`src/rtl/spi_pkg.sv`:
```
// Shared widths, register map and FSM state type for the SPI register-bus initiator.
package spi_pkg;

   localparam int FRAME_W = 16;
   localparam int ADDR_W  = 7;
   localparam int DATA_W  = 8;
   localparam logic RW_WRITE = 1'b1;

   localparam logic [ADDR_W-1:0] REG_OUT_7_0  = 7'h00;
   localparam logic [ADDR_W-1:0] REG_OUT_15_8 = 7'h01;
   localparam logic [ADDR_W-1:0] REG_PWM_7_0  = 7'h02;
   localparam logic [ADDR_W-1:0] REG_PWM_15_8 = 7'h03;
   localparam logic [ADDR_W-1:0] REG_DUTY     = 7'h04;

   typedef enum logic [2:0] {
      ST_IDLE  = 3'd0,
      ST_SETUP = 3'd1,
      ST_SHIFT = 3'd2,
      ST_HOLD  = 3'd3,
      ST_GAP   = 3'd4
   } spi_state_e;

endpackage

```
`src/rtl/spi_sclk_div.sv`:
```
// SCLK half-period timer: rise/fall strobes fire on the last cycle of a half period,
// one cycle before the registered sclk output toggles.
module spi_sclk_div #(
   parameter int CLK_DIV = 5
) (
   input  logic clk,
   input  logic rst,
   input  logic en,
   output logic rise_stb,
   output logic fall_stb
);

   logic [7:0] cnt;
   logic       phase;
   logic       tick;

   // phase=0 means sclk is currently low, so the next strobe is a rise.
   assign tick     = en && (cnt == 8'(CLK_DIV - 1));
   assign rise_stb = tick && !phase;
   assign fall_stb = tick && phase;

   always_ff @(posedge clk) begin
      if (rst || !en) begin
         cnt   <= '0;
         phase <= 1'b0;
      end else if (tick) begin
         cnt   <= '0;
         phase <= ~phase;
      end else begin
         cnt   <= cnt + 8'd1;
      end
   end

endmodule

```
`src/rtl/spi_controller.sv`:
```
// SPI Mode 0 initiator sending one 16-bit [rw|addr|data] frame per request, MSB first.
// Define SPI_CTRL_READBACK_EN to add cipo capture for read frames (rd_data/rd_valid).
module spi_controller
   import spi_pkg::*;
#(
   parameter int CLK_DIV    = 5,
   parameter int GAP_CYCLES = 5
) (
   input  logic              clk,
   input  logic              rst,
   input  logic              req_valid,
   output logic              req_ready,
   input  logic              req_rw,
   input  logic [ADDR_W-1:0] req_addr,
   input  logic [DATA_W-1:0] req_data,
   output logic              busy,
   output logic              done,
   output logic              sclk,
   output logic              copi,
   output logic              ncs,
`ifdef SPI_CTRL_READBACK_EN
   input  logic              cipo,
   output logic [DATA_W-1:0] rd_data,
   output logic              rd_valid,
`endif
   output spi_state_e        state_dbg
);

   if (CLK_DIV < 4 || CLK_DIV > 255) begin : g_bad_clk_div
      $error("spi_controller: CLK_DIV must be within 4..255");
   end
   if (GAP_CYCLES < 1 || GAP_CYCLES > 255) begin : g_bad_gap
      $error("spi_controller: GAP_CYCLES must be within 1..255");
   end

   spi_state_e           state, state_nxt;
   logic [FRAME_W-2:0]   rest_q;
   logic [3:0]           bit_cnt;
   logic [7:0]           gap_cnt;
   logic                 accept;
   logic                 div_en, rise_stb, fall_stb, hold_end;
   logic                 ncs_d, sclk_d, copi_d, done_d, ready_d, busy_d;

   assign accept    = req_valid && req_ready;
   assign div_en    = (state == ST_SETUP) || (state == ST_SHIFT) || (state == ST_HOLD);
   assign hold_end  = rise_stb || fall_stb;
   assign state_dbg = state;

   spi_sclk_div #(.CLK_DIV(CLK_DIV)) u_div (
      .clk      (clk),
      .rst      (rst),
      .en       (div_en),
      .rise_stb (rise_stb),
      .fall_stb (fall_stb)
   );

   always_ff @(posedge clk) begin
      if (rst) state <= ST_IDLE;
      else     state <= state_nxt;
   end

   // SHIFT covers both halves of every bit; the last low half ends on a rise strobe.
   always_comb begin
      state_nxt = state;
      unique case (state)
         ST_IDLE:  if (accept) state_nxt = ST_SETUP;
         ST_SETUP: if (rise_stb) state_nxt = ST_SHIFT;
         ST_SHIFT: if (rise_stb && bit_cnt == 4'd15) state_nxt = ST_HOLD;
         ST_HOLD:  if (hold_end) state_nxt = ST_GAP;
         ST_GAP:   if (gap_cnt == 8'(GAP_CYCLES - 1)) state_nxt = ST_IDLE;
         default:  state_nxt = ST_IDLE;
      endcase
   end

   always_comb begin
      ncs_d   = ncs;
      sclk_d  = sclk;
      copi_d  = copi;
      done_d  = 1'b0;
      ready_d = (state_nxt == ST_IDLE);
      busy_d  = (state_nxt != ST_IDLE);
      unique case (state)
         ST_IDLE: begin
            if (accept) begin
               ncs_d  = 1'b0;
               copi_d = req_rw;
            end
         end
         ST_SETUP: if (rise_stb) sclk_d = 1'b1;
         ST_SHIFT: begin
            if (rise_stb && bit_cnt != 4'd15) begin
               sclk_d = 1'b1;
            end else if (fall_stb) begin
               sclk_d = 1'b0;
               copi_d = (bit_cnt == 4'd15) ? 1'b0 : rest_q[FRAME_W-2];
            end
         end
         ST_HOLD: begin
            if (hold_end) begin
               ncs_d  = 1'b1;
               done_d = 1'b1;
            end
         end
         default: ;
      endcase
   end

   always_ff @(posedge clk) begin
      if (rst) begin
         ncs       <= 1'b1;
         sclk      <= 1'b0;
         copi      <= 1'b0;
         done      <= 1'b0;
         req_ready <= 1'b1;
         busy      <= 1'b0;
      end else begin
         ncs       <= ncs_d;
         sclk      <= sclk_d;
         copi      <= copi_d;
         done      <= done_d;
         req_ready <= ready_d;
         busy      <= busy_d;
      end
   end

   // Bit 15 goes straight to copi on accept, so only the remaining 15 bits are kept.
   always_ff @(posedge clk) begin
      if (rst) begin
         rest_q  <= '0;
         bit_cnt <= '0;
         gap_cnt <= '0;
      end else begin
         if (accept) begin
            rest_q  <= {req_addr, req_data};
            bit_cnt <= '0;
         end else if (state == ST_SHIFT) begin
            if (fall_stb) rest_q <= {rest_q[FRAME_W-3:0], 1'b0};
            if (rise_stb && bit_cnt != 4'd15) bit_cnt <= bit_cnt + 4'd1;
         end
         gap_cnt <= (state == ST_GAP) ? gap_cnt + 8'd1 : 8'd0;
      end
   end

`ifdef SPI_CTRL_READBACK_EN
   logic              rw_q;
   logic              rise_q;
   logic [DATA_W-1:0] rd_shift;

   // rise_q marks the first cycle sclk is high, where cipo is sampled for bits 8..15.
   always_ff @(posedge clk) begin
      if (rst) begin
         rw_q     <= RW_WRITE;
         rise_q   <= 1'b0;
         rd_shift <= '0;
         rd_data  <= '0;
         rd_valid <= 1'b0;
      end else begin
         rise_q   <= sclk_d && !sclk;
         rd_valid <= 1'b0;
         if (accept) rw_q <= req_rw;
         if (rise_q && bit_cnt[3] && rw_q != RW_WRITE)
            rd_shift <= {rd_shift[DATA_W-2:0], cipo};
         if (done_d && rw_q != RW_WRITE) begin
            rd_data  <= rd_shift;
            rd_valid <= 1'b1;
         end
      end
   end
`endif

endmodule

```
`config.mk`:
```
export PLATFORM = sky130hd
export DESIGN_NAME = spi_controller
export DESIGN_NICKNAME = d
export VERILOG_FILES = /design/src/rtl/spi_pkg.sv /design/src/rtl/spi_sclk_div.sv /design/src/rtl/spi_controller.sv
export SDC_FILE = /design/constraint.sdc
export NUM_CORES = 1
export LEC_CHECK = 0
export CORE_MARGIN = 3
export CORE_UTILIZATION = 53
export CTS_CLUSTER_SIZE = 24
export DETAILED_ROUTE_END_ITERATION = 10
export GPL_TIMING_DRIVEN = 0
export PLACE_DENSITY = 0.76
export SYNTH_ARGS = -nofsm -noshare
export SYNTH_HDL_FRONTEND = slang
export SYNTH_SLANG_ARGS = --single-unit
```
`constraint.sdc`:
```
create_clock -name clk -period 2.07 [get_ports clk]
set_clock_uncertainty 0.1 [all_clocks]
set_input_delay 0.414 -clock clk [delete_from_list [all_inputs] [get_ports clk]]
set_output_delay 0.414 -clock clk [all_outputs]
set_load 0.005 [all_outputs]
```
==> impl_metrics.csv <==
group,metric,value,unit
synthesis,synth_ff_type,"sky130_fd_sc_hd__dfxtp_1",
clock_tree,cts.clk_slew.worst_paths,0.09,ns
power_and_ir_drop,power_frac_clock,0.347,
clock_tree,clkSinkCount,45,
synthesis,number_of_synthesized_register_bits,45,
clock_tree,clock_root_buffer,"sky130_fd_sc_hd__clkbuf_8",
worst_setup_path,crit_arrival,2.11,ns
floorplan,boundaryPins,28,
power_and_ir_drop,cellLeakagePower,0.976,nW
final_layout,finish.cell_count_without_fillers,323,
floorplan,placement_rows,21,
synthesis,synth_top_area_share,0.448,
routing,drc,0,
floorplan,die_width,67.6,um
timing,final_hold_viol_count,0,
floorplan,core_area,3490,sq um
synthesis,post_synth_main_area_contributors,"sky130_fd_sc_hd__dfxtp_1 45%, sky130_fd_sc_hd__nand2_1 7.1%, sky130_fd_sc_hd__nor2_1 6.3%",
power_and_ir_drop,seqPwrFrac,0.543,
power_and_ir_drop,power.share.combinational,0.110,
floorplan,initial_utilization,0.575,
placement,place_hpwl,2840,um
final_layout,fin_util,0.729,
global_route,pin_count_of_the_biggest_net_entering_global_routing,16,
power_and_ir_drop,design_power_total,1.71,mW
timing,fin_tns_setup,0,ns
final_layout,fin_nets,300,
global_route,number_of_antenna_violations_at_the_first_check_in_global_routing,0,
timing,timing.final.crit_share,0.967,
power_and_ir_drop,vdd_drop_max,0.448,mV
timing,achievable-frequency,500,MHz
worst_setup_path,reg2reg_depth,8,
placement,buffer_ports.inserted,26,
timing,rsz_0062_raised_after_global_routing,"yes",
worst_setup_path,critical_path_class,"reg -> reg",
synthesis,postSynth.asyncResetShare,0,
placement,placed_cells_incl_taps,306,
floorplan,die_area,4570,sq um
global_route,grt_pass1_vias,1542,
run_status,run_status,"finished, final reports clean",
synthesis,synthMostInstantiatedCell,"sky130_fd_sc_hd__dfxtp_1",
final_layout,antennaDiodeCount,0,
clock_tree,cts_tree,"done",
synthesis,synthesis.instances,234,
synthesis,synth_cell_type_count,38,
routing,ant_nets,0,
timing,final.hold.worst_slack,0.342,ns
power_and_ir_drop,net-switching-power,0.429,mW
synthesis,ys_warn_count,0,
worst_setup_path,reg2reg_slack,0.07,ns
clock_tree,insertion_delay,0.31,ns
synthesis,synth.yosys.seq_area_share,0.448,
routing,detail_route.wl_per_cell,13.2,um
timing,layout_min_cycle_time,2.00,ns
global_route,grt_pass1_wl,6760,um
final_layout,areaGrowthSynthToFinish,26.7,%
clock_tree,cts_made_buffers,5,
floorplan,die_h,67.6,um
timing,setup_failing_eps_final,0,
worst_setup_path,critical_path.reg2reg.startpoint,"u_div.cnt[1]",
timing,slew-limit-headroom,0.648,
power_and_ir_drop,internal_power,1.28,mW
timing,timing_worst_slew_pin_value,0.528,ns
synthesis,synth_enable_flop_cells,0,
clock_tree,holdBufCountCts,0,
worst_setup_path,crit_path_max_fanout,4,
global_route,grt.overflow.total,0,
run,drv_cap,0,
synthesis,synthesis.area,2010,sq um
worst_setup_path,worstSetupEndpoint,"busy",
clock_tree,cts_max_level,2,
worst_setup_path,critical_path_required,2.18,ns
synthesis,average_instance_area_after_synthesis,8.59,sq um
placement,gpl.final_weighted_congestion,0.751,
routing,avgViaCountPerCell,5.30,
global_route,grt.total_usage,0.197,
clock_tree,clockBufferDepth,2,
worst_setup_path,worstSetupStartpoint,"u_div.cnt[1]",
synthesis,synthDominantAreaCellType,"sky130_fd_sc_hd__dfxtp_1",
worst_setup_path,critical_path.reg2reg.endpoint,"busy",
synthesis,synth.cells.most_frequent,"45 x sky130_fd_sc_hd__dfxtp_1, 38 x sky130_fd_sc_hd__nand2_1, 34 x sky130_fd_sc_hd__nor2_1, 14 x sky130_fd_sc_hd__a311oi_1, 13 x sky130_fd_sc_hd__nand3_1",
power_and_ir_drop,switching_share,0.251,
routing,firstDrtPassIters,4,
final_layout,post_route_cells_drive_above_1_share,0.134,
worst_setup_path,critPathLaunchType,"flop",
worst_setup_path,critPathCaptureType,"flop",
hold_path,hold_path.class,"reg -> reg",
routing,routed_wirelength,4250,um
synthesis,synthesized_netlist_net_count,258,
timing,timing.final.max_slew_violations,0,
routing,detailed_route_iter0_violations,99,
routing,num_vias,1712,
power_and_ir_drop,power_dens_cells,670,nW/um^2
==> cell usage in the layout, fill, tap and decap left out, drive strengths merged, types with 3 or more instances in the layout <==
cell type and count:
dfxtp 45, xnor2 5, ha 5, and2 5, nand2 39, nor3 9, buf 12, inv 8
nor2 34, mux2i 3, a21oi 5, a311oi 14, nand3 13, and3 5, xor2 11, nor3b 3
clkdlybuf4s50 26, clkbuf 15
==> worst min path at each step <==
stage	from	end	slack, ns	depth (start not counted)
final	u_div.cnt[0]	u_div.cnt[0]	0.34	1
after global routing	u_div.cnt[0]	u_div.cnt[0]	0.36	1
after CTS	sclk	sclk	0.36	2
after detailed placement	u_div.cnt[0]	u_div.cnt[0]	0.35	1
after global placement	u_div.cnt[0]	u_div.cnt[0]	0.35	1
after floorplan	u_div.cnt[0]	u_div.cnt[0]	0.33	1
==> cell type report <==
class / count / area (sq um)
Clock inverter: 2 / 16.3
Multi-Input combinational cell: 170 / 1070
Inverter: 7 / 26.3
Fill cell: 290 / 947
Clock buffer: 6 / 82.6
Timing Repair Buffer: 35 / 328
Buffer: 12 / 61.3
Sequential cell: 45 / 903
Tap cell: 46 / 57.6
==> stage by stage <==
step	cell area, sq um	worst slack [ns]
2_1_floorplan	2010	0.193
3_3_place_gp	2330	-0.0736
3_5_place_dp	2330	-0.0815
4_1_cts	2440	0.00709
5_1_grt	2550	-0.0536
6_report	2550	0.0693
==> logic make-up (layout without fill, tap and decap cells) <==
| logic type | Yosys count | after routing | share of synthesized area |
|---|---|---|---|
| AO/OA/AOI/OAI | 28 | 28 | 0.106 |
| XOR/XNOR | 16 | 16 | 0.0697 |
| adder cells (fa/ha/maj) | 5 | 5 | 0.0311 |
| buffers and inverters | 19 | 62 | 0.0404 |
| flip-flops | 45 | 45 | 0.448 |
| multiplexers | 3 | 3 | 0.0149 |
| AND/OR/NAND/NOR | 118 | 118 | 0.290 |
==> what timing repair did <==
item / 4_1_cts / 5_1_grt
pin swaps: 3 / 6
setup endpoints to repair: 11 / 15
resized for setup: 1 / 14
buffers inserted: 2 / 7
==> power by group through the flow <==
stage	registers, mW	clock network, mW	logic, mW
6_report	0.926	0.592	0.188
4_1_cts	0.924	0.604	0.175
3_5_place_dp	0.944	0	0.172
2_1_floorplan	0.941	0	0.0938
5_1_grt	0.931	0.637	0.209
3_3_place_gp	0.943	0	0.168
==> sequential cells by signal, summed over array words and instances (netlist names) <==
register	cells
bit_cnt	4
busy	1
copi	1
done	1
gap_cnt	8
ncs	1
req_ready	1
rest_q	15
sclk	1
state_dbg	3
u_div.cnt	8
u_div.phase	1
==> per-layer routing <==
layer,share of wire,vias to the layer above,global-route usage
met2,0.47,25,0.310
li1,-,884,-
met5,0,-,0
met1,0.47,797,0.249
met4,0.013,0,0.0987
met3,0.049,6,0.0466
==> critical path, cell delays in order (launching register included) <==
cell and delay (ns):
sky130_fd_sc_hd__dfxtp_2 0.34, sky130_fd_sc_hd__inv_2 0.07, sky130_fd_sc_hd__ha_4 0.12, sky130_fd_sc_hd__nor4b_4 0.29, sky130_fd_sc_hd__and4_1 0.26, sky130_fd_sc_hd__buf_6 0.11, sky130_fd_sc_hd__mux2i_2 0.21, sky130_fd_sc_hd__o21ai_2 0.10
sky130_fd_sc_hd__o31a_1 0.30
Power figures use the tool's default switching activity.
